`src/rtl/multicycle_control_pkg.sv`:
```
// Shared encodings for the multi-cycle MIPS sequencer: states, opcodes and
// datapath select values used by the controller and the ALU control decode.
package mips_ctrl_pkg;

  typedef enum logic [3:0] {
    ST_IDLE      = 4'd0,
    ST_FETCH     = 4'd1,
    ST_DECODE    = 4'd2,
    ST_MEM_ADDR  = 4'd3,
    ST_MEM_READ  = 4'd4,
    ST_MEM_WB    = 4'd5,
    ST_MEM_WRITE = 4'd6,
    ST_R_EXEC    = 4'd7,
    ST_R_WB      = 4'd8,
    ST_I_EXEC    = 4'd9,
    ST_I_WB      = 4'd10,
    ST_BRANCH    = 4'd11,
    ST_JUMP      = 4'd12,
    ST_JAL       = 4'd13,
    ST_JR        = 4'd14
  } state_t;

  localparam logic [5:0] OP_RTYPE = 6'h00;
  localparam logic [5:0] OP_J     = 6'h02;
  localparam logic [5:0] OP_JAL   = 6'h03;
  localparam logic [5:0] OP_BEQ   = 6'h04;
  localparam logic [5:0] OP_BNE   = 6'h05;
  localparam logic [5:0] OP_ADDI  = 6'h08;
  localparam logic [5:0] OP_ANDI  = 6'h0C;
  localparam logic [5:0] OP_ORI   = 6'h0D;
  localparam logic [5:0] OP_LUI   = 6'h0F;
  localparam logic [5:0] OP_LW    = 6'h23;
  localparam logic [5:0] OP_SW    = 6'h2B;

  localparam logic [5:0] FN_JR    = 6'h08;

  typedef enum logic [2:0] {
    ALU_ADD   = 3'b000,
    ALU_SUB   = 3'b001,
    ALU_FUNCT = 3'b010,
    ALU_OR    = 3'b011,
    ALU_AND   = 3'b100,
    ALU_LUI   = 3'b101
  } alu_op_t;

  typedef enum logic [1:0] {
    PC_ALU    = 2'b00,
    PC_ALUOUT = 2'b01,
    PC_JUMP   = 2'b10,
    PC_RS     = 2'b11
  } pc_src_t;

  typedef enum logic [1:0] {
    RD_RT = 2'b00,
    RD_RD = 2'b01,
    RD_RA = 2'b10
  } reg_dst_t;

  typedef enum logic [1:0] {
    M2R_ALUOUT = 2'b00,
    M2R_MDR    = 2'b01,
    M2R_PC     = 2'b10
  } mem_to_reg_t;

  typedef enum logic [1:0] {
    SRCB_B      = 2'b00,
    SRCB_FOUR   = 2'b01,
    SRCB_IMM    = 2'b10,
    SRCB_BRANCH = 2'b11
  } alu_src_b_t;

endpackage

```
`src/rtl/multicycle_control_if.sv`:
```
// Unified instruction/data memory request handshake between sequencer and memory.
interface multicycle_control_if;
  logic mem_req_o;
  logic mem_write_o;
  logic mem_ready_i;

  modport master (output mem_req_o, output mem_write_o, input mem_ready_i);
  modport slave  (input mem_req_o, input mem_write_o, output mem_ready_i);
endinterface

```
`src/rtl/multicycle_control_retire_counter.sv`:
```
// Retired-instruction counter: async active-low clear, wraps modulo 2^WIDTH.
module retire_counter #(
  parameter int unsigned WIDTH = 32
) (
  input  logic             clk,
  input  logic             clear_n,
  input  logic             inc,
  output logic [WIDTH-1:0] count
);

  always_ff @(posedge clk or negedge clear_n) begin
    if (!clear_n) count <= '0;
    else if (inc) count <= count + WIDTH'(1);
  end

endmodule

```
`src/rtl/multicycle_control.sv`:
```
// Multi-cycle MIPS control FSM: drives datapath selects and the memory
// handshake, counts retired instructions and flags unknown opcodes.
module multicycle_control
  import mips_ctrl_pkg::*;
#(
  parameter int unsigned CNT_WIDTH = 32
) (
  input  logic                 clk,
  input  logic                 reset,
  input  logic [5:0]           opcode_i,
  input  logic [5:0]           funct_i,
  multicycle_control_if.master mem,
  output logic                 iord_o,
  output logic                 ir_write_o,
  output logic                 pc_write_o,
  output logic                 branch_eq_o,
  output logic                 branch_ne_o,
  output logic [1:0]           pc_src_o,
  output logic                 reg_write_o,
  output logic [1:0]           reg_dst_o,
  output logic [1:0]           mem_to_reg_o,
  output logic                 alu_src_a_o,
  output logic [1:0]           alu_src_b_o,
  output logic                 ext_zero_o,
  output logic [2:0]           alu_op_o,
  output logic                 illegal_o,
  output logic [CNT_WIDTH-1:0] instr_count_o,
  output logic [3:0]           state_o
);

  state_t state, state_next;
  logic   mem_req, mem_write, retire;

  always_ff @(posedge clk or negedge reset) begin
    if (!reset) state <= ST_IDLE;
    else        state <= state_next;
  end

  always_comb begin
    state_next   = state;
    mem_req      = 1'b0;
    mem_write    = 1'b0;
    iord_o       = 1'b0;
    ir_write_o   = 1'b0;
    pc_write_o   = 1'b0;
    branch_eq_o  = 1'b0;
    branch_ne_o  = 1'b0;
    pc_src_o     = PC_ALU;
    reg_write_o  = 1'b0;
    reg_dst_o    = RD_RT;
    mem_to_reg_o = M2R_ALUOUT;
    alu_src_a_o  = 1'b0;
    alu_src_b_o  = SRCB_B;
    ext_zero_o   = 1'b0;
    alu_op_o     = ALU_ADD;
    illegal_o    = 1'b0;

    case (state)
      ST_IDLE: state_next = ST_FETCH;

      // IR and PC+4 are committed only on the edge the memory completes.
      ST_FETCH: begin
        mem_req     = 1'b1;
        alu_src_b_o = SRCB_FOUR;
        if (mem.mem_ready_i) begin
          ir_write_o = 1'b1;
          pc_write_o = 1'b1;
          state_next = ST_DECODE;
        end
      end

      ST_DECODE: begin
        alu_src_b_o = SRCB_BRANCH;
        case (opcode_i)
          OP_RTYPE:                       state_next = (funct_i == FN_JR) ? ST_JR : ST_R_EXEC;
          OP_LW, OP_SW:                   state_next = ST_MEM_ADDR;
          OP_ADDI, OP_ANDI, OP_ORI, OP_LUI: state_next = ST_I_EXEC;
          OP_BEQ, OP_BNE:                 state_next = ST_BRANCH;
          OP_J:                           state_next = ST_JUMP;
          OP_JAL:                         state_next = ST_JAL;
          default: begin
            illegal_o  = 1'b1;
            state_next = ST_FETCH;
          end
        endcase
      end

      ST_MEM_ADDR: begin
        alu_src_a_o = 1'b1;
        alu_src_b_o = SRCB_IMM;
        state_next  = (opcode_i == OP_LW) ? ST_MEM_READ : ST_MEM_WRITE;
      end

      ST_MEM_READ: begin
        mem_req = 1'b1;
        iord_o  = 1'b1;
        if (mem.mem_ready_i) state_next = ST_MEM_WB;
      end

      ST_MEM_WB: begin
        reg_write_o  = 1'b1;
        mem_to_reg_o = M2R_MDR;
        state_next   = ST_FETCH;
      end

      ST_MEM_WRITE: begin
        mem_req   = 1'b1;
        mem_write = 1'b1;
        iord_o    = 1'b1;
        if (mem.mem_ready_i) state_next = ST_FETCH;
      end

      ST_R_EXEC: begin
        alu_src_a_o = 1'b1;
        alu_op_o    = ALU_FUNCT;
        state_next  = ST_R_WB;
      end

      ST_R_WB: begin
        reg_write_o = 1'b1;
        reg_dst_o   = RD_RD;
        state_next  = ST_FETCH;
      end

      ST_I_EXEC: begin
        alu_src_a_o = 1'b1;
        alu_src_b_o = SRCB_IMM;
        case (opcode_i)
          OP_ANDI: begin alu_op_o = ALU_AND; ext_zero_o = 1'b1; end
          OP_ORI:  begin alu_op_o = ALU_OR;  ext_zero_o = 1'b1; end
          OP_LUI:  alu_op_o = ALU_LUI;
          default: alu_op_o = ALU_ADD;
        endcase
        state_next = ST_I_WB;
      end

      ST_I_WB: begin
        reg_write_o = 1'b1;
        state_next  = ST_FETCH;
      end

      ST_BRANCH: begin
        alu_src_a_o = 1'b1;
        alu_op_o    = ALU_SUB;
        pc_src_o    = PC_ALUOUT;
        branch_eq_o = (opcode_i == OP_BEQ);
        branch_ne_o = (opcode_i == OP_BNE);
        state_next  = ST_FETCH;
      end

      ST_JUMP: begin
        pc_write_o = 1'b1;
        pc_src_o   = PC_JUMP;
        state_next = ST_FETCH;
      end

      // PC already holds PC+4, so $31 and the new PC share one edge.
      ST_JAL: begin
        pc_write_o   = 1'b1;
        pc_src_o     = PC_JUMP;
        reg_write_o  = 1'b1;
        reg_dst_o    = RD_RA;
        mem_to_reg_o = M2R_PC;
        state_next   = ST_FETCH;
      end

      ST_JR: begin
        pc_write_o = 1'b1;
        pc_src_o   = PC_RS;
        state_next = ST_FETCH;
      end

      default: state_next = ST_IDLE;
    endcase
  end

  // Only completed instructions retire; IDLE start-up and illegal decode do not.
  assign retire = (state_next == ST_FETCH) &&
                  !(state inside {ST_IDLE, ST_FETCH, ST_DECODE});

  retire_counter #(.WIDTH(CNT_WIDTH)) u_retire_counter (
    .clk     (clk),
    .clear_n (reset),
    .inc     (retire),
    .count   (instr_count_o)
  );

  assign mem.mem_req_o   = mem_req;
  assign mem.mem_write_o = mem_write;
  assign state_o         = state;

endmodule

```
`src/flat_wrapper.sv`:
```
// flat-port wrapper written by rule: the top's interface ports become plain ports
module multicycle_control_flat import mips_ctrl_pkg::*;
#(
  parameter int unsigned CNT_WIDTH = 32
)
  (clk, reset, opcode_i, funct_i, iord_o, ir_write_o, pc_write_o, branch_eq_o, branch_ne_o, pc_src_o, reg_write_o, reg_dst_o, mem_to_reg_o, alu_src_a_o, alu_src_b_o, ext_zero_o, alu_op_o, illegal_o, instr_count_o, state_o, mem_mem_req_o, mem_mem_write_o, mem_mem_ready_i);
  multicycle_control_if mem_i ();
  input  logic clk;
  input  logic reset;
  input  logic [5:0] opcode_i;
  input  logic [5:0] funct_i;
  output logic iord_o;
  output logic ir_write_o;
  output logic pc_write_o;
  output logic branch_eq_o;
  output logic branch_ne_o;
  output logic [1:0] pc_src_o;
  output logic reg_write_o;
  output logic [1:0] reg_dst_o;
  output logic [1:0] mem_to_reg_o;
  output logic alu_src_a_o;
  output logic [1:0] alu_src_b_o;
  output logic ext_zero_o;
  output logic [2:0] alu_op_o;
  output logic illegal_o;
  output logic [CNT_WIDTH-1:0] instr_count_o;
  output logic [3:0] state_o;
  output wire logic [$bits(mem_i.mem_req_o)-1:0] mem_mem_req_o;
  output wire logic [$bits(mem_i.mem_write_o)-1:0] mem_mem_write_o;
  input wire logic [$bits(mem_i.mem_ready_i)-1:0] mem_mem_ready_i;
  assign mem_mem_req_o = mem_i.mem_req_o;
  assign mem_mem_write_o = mem_i.mem_write_o;
  assign mem_i.mem_ready_i = mem_mem_ready_i;
  multicycle_control #(.CNT_WIDTH(CNT_WIDTH)) u_core (.clk(clk), .reset(reset), .opcode_i(opcode_i), .funct_i(funct_i), .mem(mem_i), .iord_o(iord_o), .ir_write_o(ir_write_o), .pc_write_o(pc_write_o), .branch_eq_o(branch_eq_o), .branch_ne_o(branch_ne_o), .pc_src_o(pc_src_o), .reg_write_o(reg_write_o), .reg_dst_o(reg_dst_o), .mem_to_reg_o(mem_to_reg_o), .alu_src_a_o(alu_src_a_o), .alu_src_b_o(alu_src_b_o), .ext_zero_o(ext_zero_o), .alu_op_o(alu_op_o), .illegal_o(illegal_o), .instr_count_o(instr_count_o), .state_o(state_o));
endmodule
```
`config.mk`:
```
export PLATFORM = sky130hd
export DESIGN_NAME = multicycle_control_flat
export DESIGN_NICKNAME = d
export VERILOG_FILES = /design/src/rtl/multicycle_control_pkg.sv /design/src/rtl/multicycle_control_if.sv /design/src/rtl/multicycle_control_retire_counter.sv /design/src/rtl/multicycle_control.sv /design/src/flat_wrapper.sv
export SDC_FILE = /design/constraint.sdc
export NUM_CORES = 1
export LEC_CHECK = 0
export BUFFER_PORTS_ARGS = -buffer_cell sky130_fd_sc_hd__buf_2
export CAP_MARGIN = 40
export CELL_PAD_IN_SITES_DETAIL_PLACEMENT = 2
export CELL_PAD_IN_SITES_GLOBAL_PLACEMENT = 2
export CORE_ASPECT_RATIO = 2
export CORE_MARGIN = 4
export CORE_UTILIZATION = 32
export DETAILED_ROUTE_END_ITERATION = 10
export GPL_ROUTABILITY_DRIVEN = 0
export HOLD_SLACK_MARGIN = 0.02
export PLACE_DENSITY = 0.85
export SLEW_MARGIN = 10
export SYNTH_ARGS = -nofsm -noshare
export SYNTH_HDL_FRONTEND = slang
export SYNTH_SLANG_ARGS = --single-unit
```
`constraint.sdc`:
```
create_clock -name clk -period 4 [get_ports clk]
set_clock_uncertainty 0.05 [all_clocks]
set_input_delay 0.4 -clock clk [delete_from_list [all_inputs] [get_ports clk]]
set_output_delay 0.4 -clock clk [all_outputs]
set_load 0.01 [all_outputs]
```
==> flow_summary.json, run 1 <==
{
  "outcome": "finished clean",
  "via_count": 2198,
  "tightest_slew_ns": 0.8572,
  "peakVddDrop_v": 0.0003331,
  "grt_setup_unrepaired": "no",
  "drive_above_1_share": 0.3034,
  "synth-edff-count": 0,
  "clock_latency_ns": 0.28,
  "fin_crit_ns": 2.999,
  "regToRegStartpoint": "u_core.state_o[2]",
  "path_max_fanout": 21,
  "clk_pin_slew_worst_paths_ns": 0.06,
  "first_pass_iters": 4,
  "cts_tree": "done",
  "synthArstFlopShare": 1.000,
  "grt_pass1_wl_mm": 12.33,
  "postRouteAntennaNets": 0,
  "final-hold-violation-count": 0,
  "cp.arrival_ns": 3.10,
  "chipHeight_um": 128.3,
  "hpwl_mm": 5.754,
  "ys_ff_latch": 36,
  "cts-root-buf": "clkbuf_16",
  "drtIter0Drc": 99,
  "cts_max_path_buffers": 2,
  "drv_cap": 0,
  "rows": 43,
  "critPathKind": "flop to flop",
  "cellPowerDensity_nw_per_um2": 591.1,
  "reg2regPathDepth": 5,
  "grt_pass1_vias": 2457,
  "place_ws_ns": 1.030,
  "start_kind": "flop",
  "power.total_w": 0.001696,
  "ys_seq_area_frac": 0.3892,
  "syn_inst": 256,
  "antenna_found_initial": 0,
  "synthFlopType": "dfrtp_1",
  "max-slew-margin-rel": 0.4286,
  "die_w_um": 68.14,
  "cts-hold-fix-buffers": 0,
  "setup_slack_ns": 1.001,
  "cts_max_level": 2,
  "fin_crit_sh": 0.7497,
  "core_area_um2": 6994,
  "dieArea_um2": 8741,
  "yosysWarnings": 0,
  "slew_viol_final": 0,
  "viasPerCell": 5.322,
  "setup_violations": 0,
  "crit-reg2reg-capture": "u_core.u_retire_counter.count[28]",
  "hold_slack_ns": 0.1755,
  "floorplan.initialDensity": 0.3309,
  "register_area_um2": 900.9,
  "multiInputGateArea_um2": 1314,
  "drc": 0,
  "timing.fmax_ghz": 0.3335,
  "tns_ns": 0,
  "postCtsSetupBuffers": 0,
  "hp-class": "input port to asynchronous set/reset pin",
  "yosys.cell_types.count": 51,
  "io_pins": 73,
  "p_leak_nw": 1.407,
  "syn_to_final_growth_pct": 23.95,
  "grt-ovfl-total": 0,
  "final_cells": 413,
  "cts.sinks": 36,
  "num-fill-cells": 817,
  "synth_area_per_cell_um2": 9.042,
  "syn_nets": 272,
  "dp.cells": 404,
  "fin_nets": 338,
  "end_kind": "flop",
  "rrSetupSlack_ns": 1.00,
  "grt_max_degree": 37,
  "totalWireLength_mm": 7.614,
  "worstPathRequired_ns": 4.10,
  "cts_resized": 0,
  "netlist_area_um2": 2315,
  "grtUsageTotal": 0.1861,
  "wl_per_cell_um": 18.44,
  "cts_buffers": 5,
  "n_antenna_cell": 0,
  "port_buffers": 72
}
synthesized netlist by cell type, types with 2 or more instances:
master / count / area, um2
a21o_1: 2 / 15.01
a21oi_1: 5 / 25.02
a2bb2oi_1: 3 / 26.28
a311oi_1: 2 / 17.52
and2_1: 3 / 18.77
and3_1: 6 / 37.54
and4_1: 3 / 26.28
buf_1: 2 / 7.510
buf_2: 5 / 25.02
buf_4: 3 / 22.52
clkbuf_1: 4 / 15.01
dfrtp_1: 36 / 900.9
inv_1: 8 / 30.03
nand2_1: 23 / 86.33
nand2b_1: 9 / 56.30
nand3_1: 11 / 55.05
nand4_1: 16 / 100.1
nor2_1: 24 / 90.09
nor2b_1: 3 / 18.77
nor3_1: 18 / 90.09
nor4_2: 5 / 62.56
nor4b_1: 2 / 17.52
o21ai_0: 3 / 15.01
o22ai_1: 3 / 18.77
or2_2: 2 / 12.51
xnor2_1: 12 / 105.1
xor2_1: 19 / 166.4
area by class of cell:
class | instances | area share
clock buffers | 5 | 0.04361
clock inverters | 3 | 0.006542
inverters | 8 | 0.01047
multi-input cells | 198 | 0.4579
flip-flops and latches | 36 | 0.3140
well taps | 90 | 0.03925
repair buffers | 73 | 0.1282
sequential cells by signal, indices dropped and copies added, names as in the netlist:
register                       count
u_core.u_retire_counter.count     32
u_core.state_o                     4
cell families after synthesis:
logic type,after synthesis,synth area share
adder cells (fa/ha/maj),1,0.005405
AND/OR/NAND/NOR,133,0.3243
XOR/XNOR,32,0.1243
buffers and inverters,22,0.04324
flip-flops,36,0.3892
multiplexers,2,0.009189
AO/OA/AOI/OAI,30,0.1043
critical path, cell delays in order, from the launching register on:
cell and delay [ns]:
dfrtp_1 0.59, or4b_1 0.76, a311oi_1 0.51, nand2b_1 0.58
nor3_1 0.17, xor2_1 0.18
worst max-delay path by stage:
stage                      start                                end  slack (ns)
6_report       u_core.state_o[2]  u_core.u_retire_counter.count[28]        1.00
3_3_place_gp   u_core.state_o[2]   u_core.u_retire_counter.count[9]        1.12
3_5_place_dp   u_core.state_o[2]   u_core.u_retire_counter.count[9]        1.03
5_1_grt        u_core.state_o[2]  u_core.u_retire_counter.count[28]        0.89
4_1_cts        u_core.state_o[2]   u_core.u_retire_counter.count[9]        0.98
2_1_floorplan  u_core.state_o[2]   u_core.u_retire_counter.count[9]        1.78
per-stage QoR:
step / cell area [um2] / utilization
after floorplan: 2315 / -
after global placement: 2718 / 0.3886
after detailed placement: 2718 / 0.3886
after CTS: 2861 / 0.4091
after global routing: 2869 / 0.4102
final: 2869 / 0.4102
per-layer routing:
layer | up-vias | wire [um] | GRT usage
met3 | 14 | 250 | 0.02281
met4 | 0 | 169 | 0.07503
met1 | 1091 | 2726 | 0.1836
met5 | - | 0 | 0
met2 | 56 | 4468 | 0.3646
li1 | 1037 | - | -
power by group:
| group | internal [W] | total, W | switching (W) |
|---|---|---|---|
| sequential | 0.000418 | 0.000547 | 0.000130 |
| combinational | 0.000278 | 0.000764 | 0.000486 |
| clock | 0.000229 | 0.000385 | 0.000155 |
| total | 0.000925 | 0.00170 | 0.000771 |
cell usage in the layout (no fill, tap or decap), types with 2 or more instances in the layout:
master / synthesis / layout
nor4_2: 5 / 5
nand2_1: 23 / 23
dfrtp_1: 36 / 36
nand2b_1: 9 / 9
nor2_1: 24 / 24
nand4_1: 16 / 16
clkinv_2: 0 / 2
and2_1: 3 / 3
or2_2: 2 / 2
a21o_1: 2 / 2
inv_1: 8 / 8
and3_1: 6 / 6
nor4b_1: 2 / 2
a21oi_1: 5 / 5
nor3_1: 18 / 18
o22ai_1: 3 / 3
o21ai_0: 3 / 3
nor2b_1: 3 / 3
xnor2_1: 12 / 12
a311oi_1: 2 / 2
xor2_1: 19 / 19
buf_2: 5 / 72
clkbuf_16: 0 / 5
and4_1: 3 / 3
nand3_1: 11 / 11
a2bb2oi_1: 3 / 3
No activity file was read; power rests on OpenSTA's default activity.
==> run 2: changes to the inputs <==
Settings changed: ABC_AREA set to 1, CORE_UTILIZATION 32 to 29, PLACE_DENSITY 0.85 to 0.8.
Clock period 4 ns to 2.86 ns, I/O delays scaled along.
==> run 2 against run 1 <==
Sequential cell count unchanged. Sequential power increased by 17%. Count of clock-buffer cells in the layout increased by 2. Critical path depth increased by 3. Power increased by 57%. Core utilization decreased by 5.2 points.
==> flow_summary.json, run 2 <==
{
  "core_area_um2": 10080,
  "synthArstFlopShare": 1.000,
  "grt-ovfl-total": 0,
  "hpwl_mm": 9.465,
  "synth-edff-count": 0,
  "switchingPower_w": 0.001290,
  "tns_ns": 0,
  "setup_slack_ns": 0.5313,
  "wl_per_cell_um": 18.15,
  "syn_to_final_growth_pct": 22.09,
  "chipHeight_um": 150.9,
  "cts-root-buf": "clkbuf_16",
  "p_comb_frac": 0.506,
  "cts_tree": "done",
  "netlist_area_um2": 2963,
  "max_stage_delay_ns": 0.49,
  "timing.fmax_ghz": 0.4294,
  "cellPowerDensity_nw_per_um2": 738.4,
  "start_kind": "flop",
  "worstPathRequired_ns": 2.98,
  "drv_cap": 0,
  "synthFlopType": "dfrtp_1",
  "ys_ff_latch": 36,
  "drtIter0Drc": 67,
  "antenna_found_initial": 0,
  "hp-class": "input port to flop",
  "cts_buffers": 5,
  "largest_reg_flops": 32,
  "end_kind": "flop",
  "p_leak_nw": 1.934,
  "grt_pass1_wl_mm": 18.61,
  "num-fill-cells": 1262,
  "clockPowerShare": 0.254,
  "synth_area_leaders": "dfrtp_1, nand2_1, nand3_1",
  "final_cells": 633,
  "place_ws_ns": 0.5249,
  "cts_max_level": 2,
  "yosysWarnings": 0,
  "postCtsSetupBuffers": 0,
  "placed_cell_area_um2": 3425,
  "final_cell_mix": "nand2_1, buf_2, nor2_1, inv_1, nand3_1",
  "port_buffers": 72,
  "drive_above_1_share": 0.2530,
  "cp.arrival_ns": 2.44,
  "slew_viol_final": 0,
  "clk_pin_slew_worst_paths_ns": 0.06,
  "postRouteAntennaNets": 0,
  "fin_nets": 513,
  "floorplan.initialDensity": 0.2938,
  "mostFrequentLayoutCell": "nand2_1",
  "synth.most_common_cell": "nand2_1",
  "viasPerCell": 5.011,
  "cts_resized": 0,
  "rows": 52,
  "drc": 0,
  "synth_common_cells": "nand2_1, nor2_1, inv_1, nand3_1, dfrtp_1",
  "cts.sinks": 36,
  "crit_top_cell": "nand2_1",
  "fin_crit_sh": 0.8142,
  "power_frac_seq": 0.240,
  "fin_crit_ns": 2.329,
  "power.total_w": 0.002671,
  "grt_setup_unrepaired": "no",
  "crit_chain": "nand2_1 > nor2_1 > a21oi_1 > nand3_2 > nor2_8 > nand4_4 > nand2_1 > nand2_1",
  "synth_area_per_cell_um2": 7.004,
  "die_w_um": 79.47,
  "grtUsageTotal": 0.2013,
  "yosys.cell_types.count": 34,
  "syn_inst": 423,
  "dieArea_um2": 12000,
  "slowest_stage": "dfrtp_1",
  "path_max_fanout": 27,
  "swShare": 0.4831,
  "first_pass_iters": 4,
  "n_antenna_cell": 0,
  "totalWireLength_mm": 11.49,
  "io_pins": 73,
  "final_area_um2": 3617,
  "internal_power_w": 0.001381,
  "via_count": 3172,
  "critPathKind": "flop to flop",
  "dp.cells": 624,
  "clock_latency_ns": 0.29,
  "grt_pass1_vias": 3732,
  "grt_max_degree": 33,
  "yosysTopAreaCell": "dfrtp_1",
  "top_register": "u_core.u_retire_counter.count",
  "final-hold-violation-count": 0,
  "tightest_slew_ns": 0.7119,
  "setup_violations": 0,
  "outcome": "finished clean",
  "ys_seq_area_frac": 0.3041,
  "max-slew-margin-rel": 0.5210,
  "peakVddDrop_v": 0.0003934,
  "syn_nets": 439,
  "cts_max_path_buffers": 2,
  "synth_top_area_share": 0.3041
}
-- run 2: critical path, delay by kind of cell (launching register included) --
family	cells	cell delay, ns
AO/OA/AOI/OAI	1	0.17
flip-flops	1	0.49
AND/OR/NAND/NOR	7	1.49
-- run 2: worst paths after layout --
path,startpoint,endpoint,slack [ns],depth (start not counted)
worst max-delay path,u_core.state_o[0],u_core.u_retire_counter.count[29],0.53,8
worst min-delay path,mem_mem_ready_i,u_core.state_o[1],0.41,5
worst max register to register,u_core.state_o[0],u_core.u_retire_counter.count[29],0.53,8
worst min register to register,u_core.u_retire_counter.count[31],u_core.u_retire_counter.count[31],0.49,2
max in group asynchronous,reset,u_core.u_retire_counter.count[2],1.84,3
min in group asynchronous,reset,u_core.u_retire_counter.count[28],0.45,2
-- run 2: kinds of logic (layout without fill, tap and decap cells) --
| group | count (synthesis) | in the layout | synth area share |
|---|---|---|---|
| AND/OR/NAND/NOR | 289 | 289 | 0.4890 |
| buffers and inverters | 58 | 133 | 0.09797 |
| flip-flops | 36 | 36 | 0.3041 |
| XOR/XNOR | 25 | 25 | 0.07390 |
| AO/OA/AOI/OAI | 14 | 14 | 0.03083 |
| adder cells (fa/ha/maj) | 1 | 1 | 0.004222 |
-- run 2: layout make-up --
class | instances | area, um2 | area share
Clock buffer | 7 | 152.6 | 0.04220
Clock inverter | 1 | 30.03 | 0.008302
Inverter | 50 | 187.7 | 0.05189
Multi-Input combinational cell | 329 | 1772 | 0.4898
Sequential cell | 36 | 900.9 | 0.2490
Tap cell | 135 | 168.9 | 0.04670
Timing Repair Buffer | 75 | 405.4 | 0.1121
-- run 2: timing repair --
item | 4_1_cts | 5_1_grt
hold buffers | 1 | 0
hold endpoints to repair | 18 | 0
endpoints found under the setup margin | 0 | 0
-- run 2: per-layer routing --
layer,vias to the layer above,global-route usage,share of wire
met5,-,0,0
met4,0,0.1033,0.043
met3,27,0.01964,0.023
met2,75,0.4259,0.61
met1,1569,0.1743,0.32
li1,1501,-,-
-- run 2: power groups by stage --
stage / clock network (W) / logic (W) / registers (W)
after CTS: 0.000696 / 0.00139 / 0.000645
after global placement: 0 / 0.00133 / 0.000649
after detailed placement: 0 / 0.00138 / 0.000654
after global routing: 0.000718 / 0.00149 / 0.000653
after floorplan: 0 / 0.00116 / 0.000650
final: 0.000679 / 0.00135 / 0.000642
-- run 2: per-stage QoR --
step,utilization,hold slack [ns]
after floorplan,-,-0.05959
after global placement,0.3368,0.3970
after detailed placement,0.3396,0.2373
after CTS,0.3587,0.4107
after global routing,0.3587,0.4340
final,0.3587,0.4057
==> run 3: changes to the inputs <==
Settings changed: CORE_UTILIZATION 29 to 26, PLACE_DENSITY 0.8 to 0.76.
Clock period 2.86 ns to 2.1 ns, I/O delays scaled along.
==> run 3 against run 2 <==
Combinational power rose by 75%. Sequential power rose by 37%. Maximum frequency rose by 16%. First-iteration DRC count fell by 22%. Critical path depth fell by 1. Core utilization fell by 1.3 points. Wire length rose by 2.4%. Worst hold slack got worse by 0.061 ns. Register-to-register slack got worse by 0.45 ns. Global-route usage fell by 2.3 points. Via count rose by 1.8%. Count of clock-buffer cells in the layout fell by 1. Highest routed layer unchanged.
==> flow_summary.json, run 3 (synthesis results as in run 2) <==
{
  "outcome": "finished clean",
  "cts.sinks": 36,
  "chipHeight_um": 159.0,
  "core_area_um2": 11010,
  "antenna_found_initial": 0,
  "slew_viol_final": 0,
  "drtIter0Drc": 52,
  "dieArea_um2": 13270,
  "cts_max_level": 2,
  "cellPowerDensity_nw_per_um2": 1042,
  "floorplan.initialDensity": 0.2690,
  "fin_crit_ns": 2.016,
  "grt_pass1_wl_mm": 18.80,
  "cp.arrival_ns": 2.19,
  "wl_per_cell_um": 17.85,
  "grt_max_degree": 28,
  "tightest_slew_ns": 0.4822,
  "end_kind": "flop",
  "drv_cap": 0,
  "syn_to_final_growth_pct": 28.42,
  "first_pass_iters": 4,
  "cts-root-buf": "clkbuf_16",
  "totalWireLength_mm": 11.77,
  "hpwl_mm": 9.407,
  "worstPathRequired_ns": 2.27,
  "final_util": 0.3455,
  "p_leak_nw": 2.017,
  "hp-class": "input port to asynchronous set/reset pin",
  "grt_setup_unrepaired": "no",
  "tns_ns": 0,
  "final-hold-violation-count": 0,
  "largest_reg_flops": 32,
  "setup_violations": 0,
  "grt_pass1_vias": 3620,
  "num-fill-cells": 1372,
  "io_pins": 73,
  "mostFrequentLayoutCell": "nand2_1",
  "critPathKind": "flop to flop",
  "postRouteAntennaNets": 0,
  "clock_latency_ns": 0.29,
  "port_buffers": 72,
  "path_max_fanout": 6,
  "rows": 54,
  "fin_nets": 535,
  "drive_above_1_share": 0.3025,
  "peakVddDrop_v": 0.0006348,
  "viasPerCell": 4.898,
  "drc": 0,
  "grt-ovfl-total": 0,
  "n_antenna_cell": 0,
  "grtUsageTotal": 0.1785,
  "cts_buffers": 5,
  "via_count": 3228,
  "top_register": "u_core.u_retire_counter.count",
  "cts_max_path_buffers": 2,
  "cts_tree": "done",
  "timing.fmax_ghz": 0.4960,
  "fin_crit_sh": 0.9600,
  "max-slew-margin-rel": 0.6760,
  "clk_pin_slew_worst_paths_ns": 0.05,
  "start_kind": "flop",
  "final_cell_mix": "nand2_1, buf_2, nor2_1, inv_1, nand3_1",
  "die_w_um": 83.49
}
==> run 3: changes by cell type in the layout (fill, tap and decap cells not counted), moves of 2 or more <==
cell	change
buf_4	+18
dfrtp_1	-4
dfrtp_2	+4
clkbuf_8	-2
nor2_4	+2
nor4_1	-2
nor4_2	+2
==> run 3: layout make-up <==
class | instances | area, um2 | area share
Multi-Input combinational cell | 331 | 1831 | 0.4811
Sequential cell | 36 | 905.9 | 0.2381
Timing Repair Buffer | 95 | 571.8 | 0.1503
Inverter | 50 | 187.7 | 0.04933
Tap cell | 140 | 175.2 | 0.04604
Clock buffer | 6 | 128.9 | 0.03387
Clock inverter | 1 | 5.005 | 0.001315
==> run 3: what timing repair did <==
item	in CTS	in global routing
gates cloned	1	1
setup endpoints to repair	32	32
pin swaps	2	1
endpoints found under the hold margin	14	0
resized for setup	4	10
hold buffers	1	0
buffers inserted	4	2
==> run 3: routing by layer <==
| layer | up-vias | routed length, um | global-route usage |
|---|---|---|---|
| li1 | 1554 | - | - |
| met3 | 25 | 299 | 0.02123 |
| met5 | - | 0 | 0 |
| met1 | 1572 | 3943 | 0.1602 |
| met4 | 0 | 570 | 0.09224 |
| met2 | 77 | 6952 | 0.3706 |
==> run 3: per-stage QoR <==
stage	total power (W)	instance area [um2]	cells	hold slack, ns	setup WS (ns)
floorplan	0.002471	2963	423	-0.1356	0.3028
global placement	0.002855	3521	642	0.3153	-0.05032
detailed placement	0.002933	3548	643	0.1126	-0.1734
CTS	0.003902	3746	656	0.3406	0.002313
global route	0.004262	3805	659	0.3735	0.002341
finish	0.003964	3805	659	0.3443	0.08396
==> run 3: path summary, 6_finish.rpt <==
| path | startpoint | slack (ns) | depth (start not counted) | to |
|---|---|---|---|---|
| max | u_core.u_retire_counter.count[2] | 0.08 | 7 | u_core.u_retire_counter.count[23] |
| min | reset | 0.34 | 2 | u_core.u_retire_counter.count[1] |
| max reg2reg | u_core.u_retire_counter.count[2] | 0.08 | 7 | u_core.u_retire_counter.count[23] |
| min reg2reg | u_core.u_retire_counter.count[31] | 0.49 | 2 | u_core.u_retire_counter.count[31] |
| max in group asynchronous | reset | 1.18 | 3 | u_core.state_o[0] |
| min in group clk | mem_mem_ready_i | 0.37 | 5 | u_core.state_o[1] |
==> run 3: power by group <==
group	total (W)	switching, W	internal (W)
clock network	0.000722	0.000291	0.000431
logic	0.00236	0.00157	0.000797
registers	0.000878	0.000115	0.000764
total	0.00396	0.00197	0.00199
==> run 3: worst max-delay path, stage by stage, from the launching register on <==
cell	delay [ns]
dfrtp_1	0.51
nand2_1	0.18
nor2_1	0.27
nand2_1	0.16
nor3_1	0.41
xor2_1	0.19
nand3_1	0.09
nand2_1	0.08
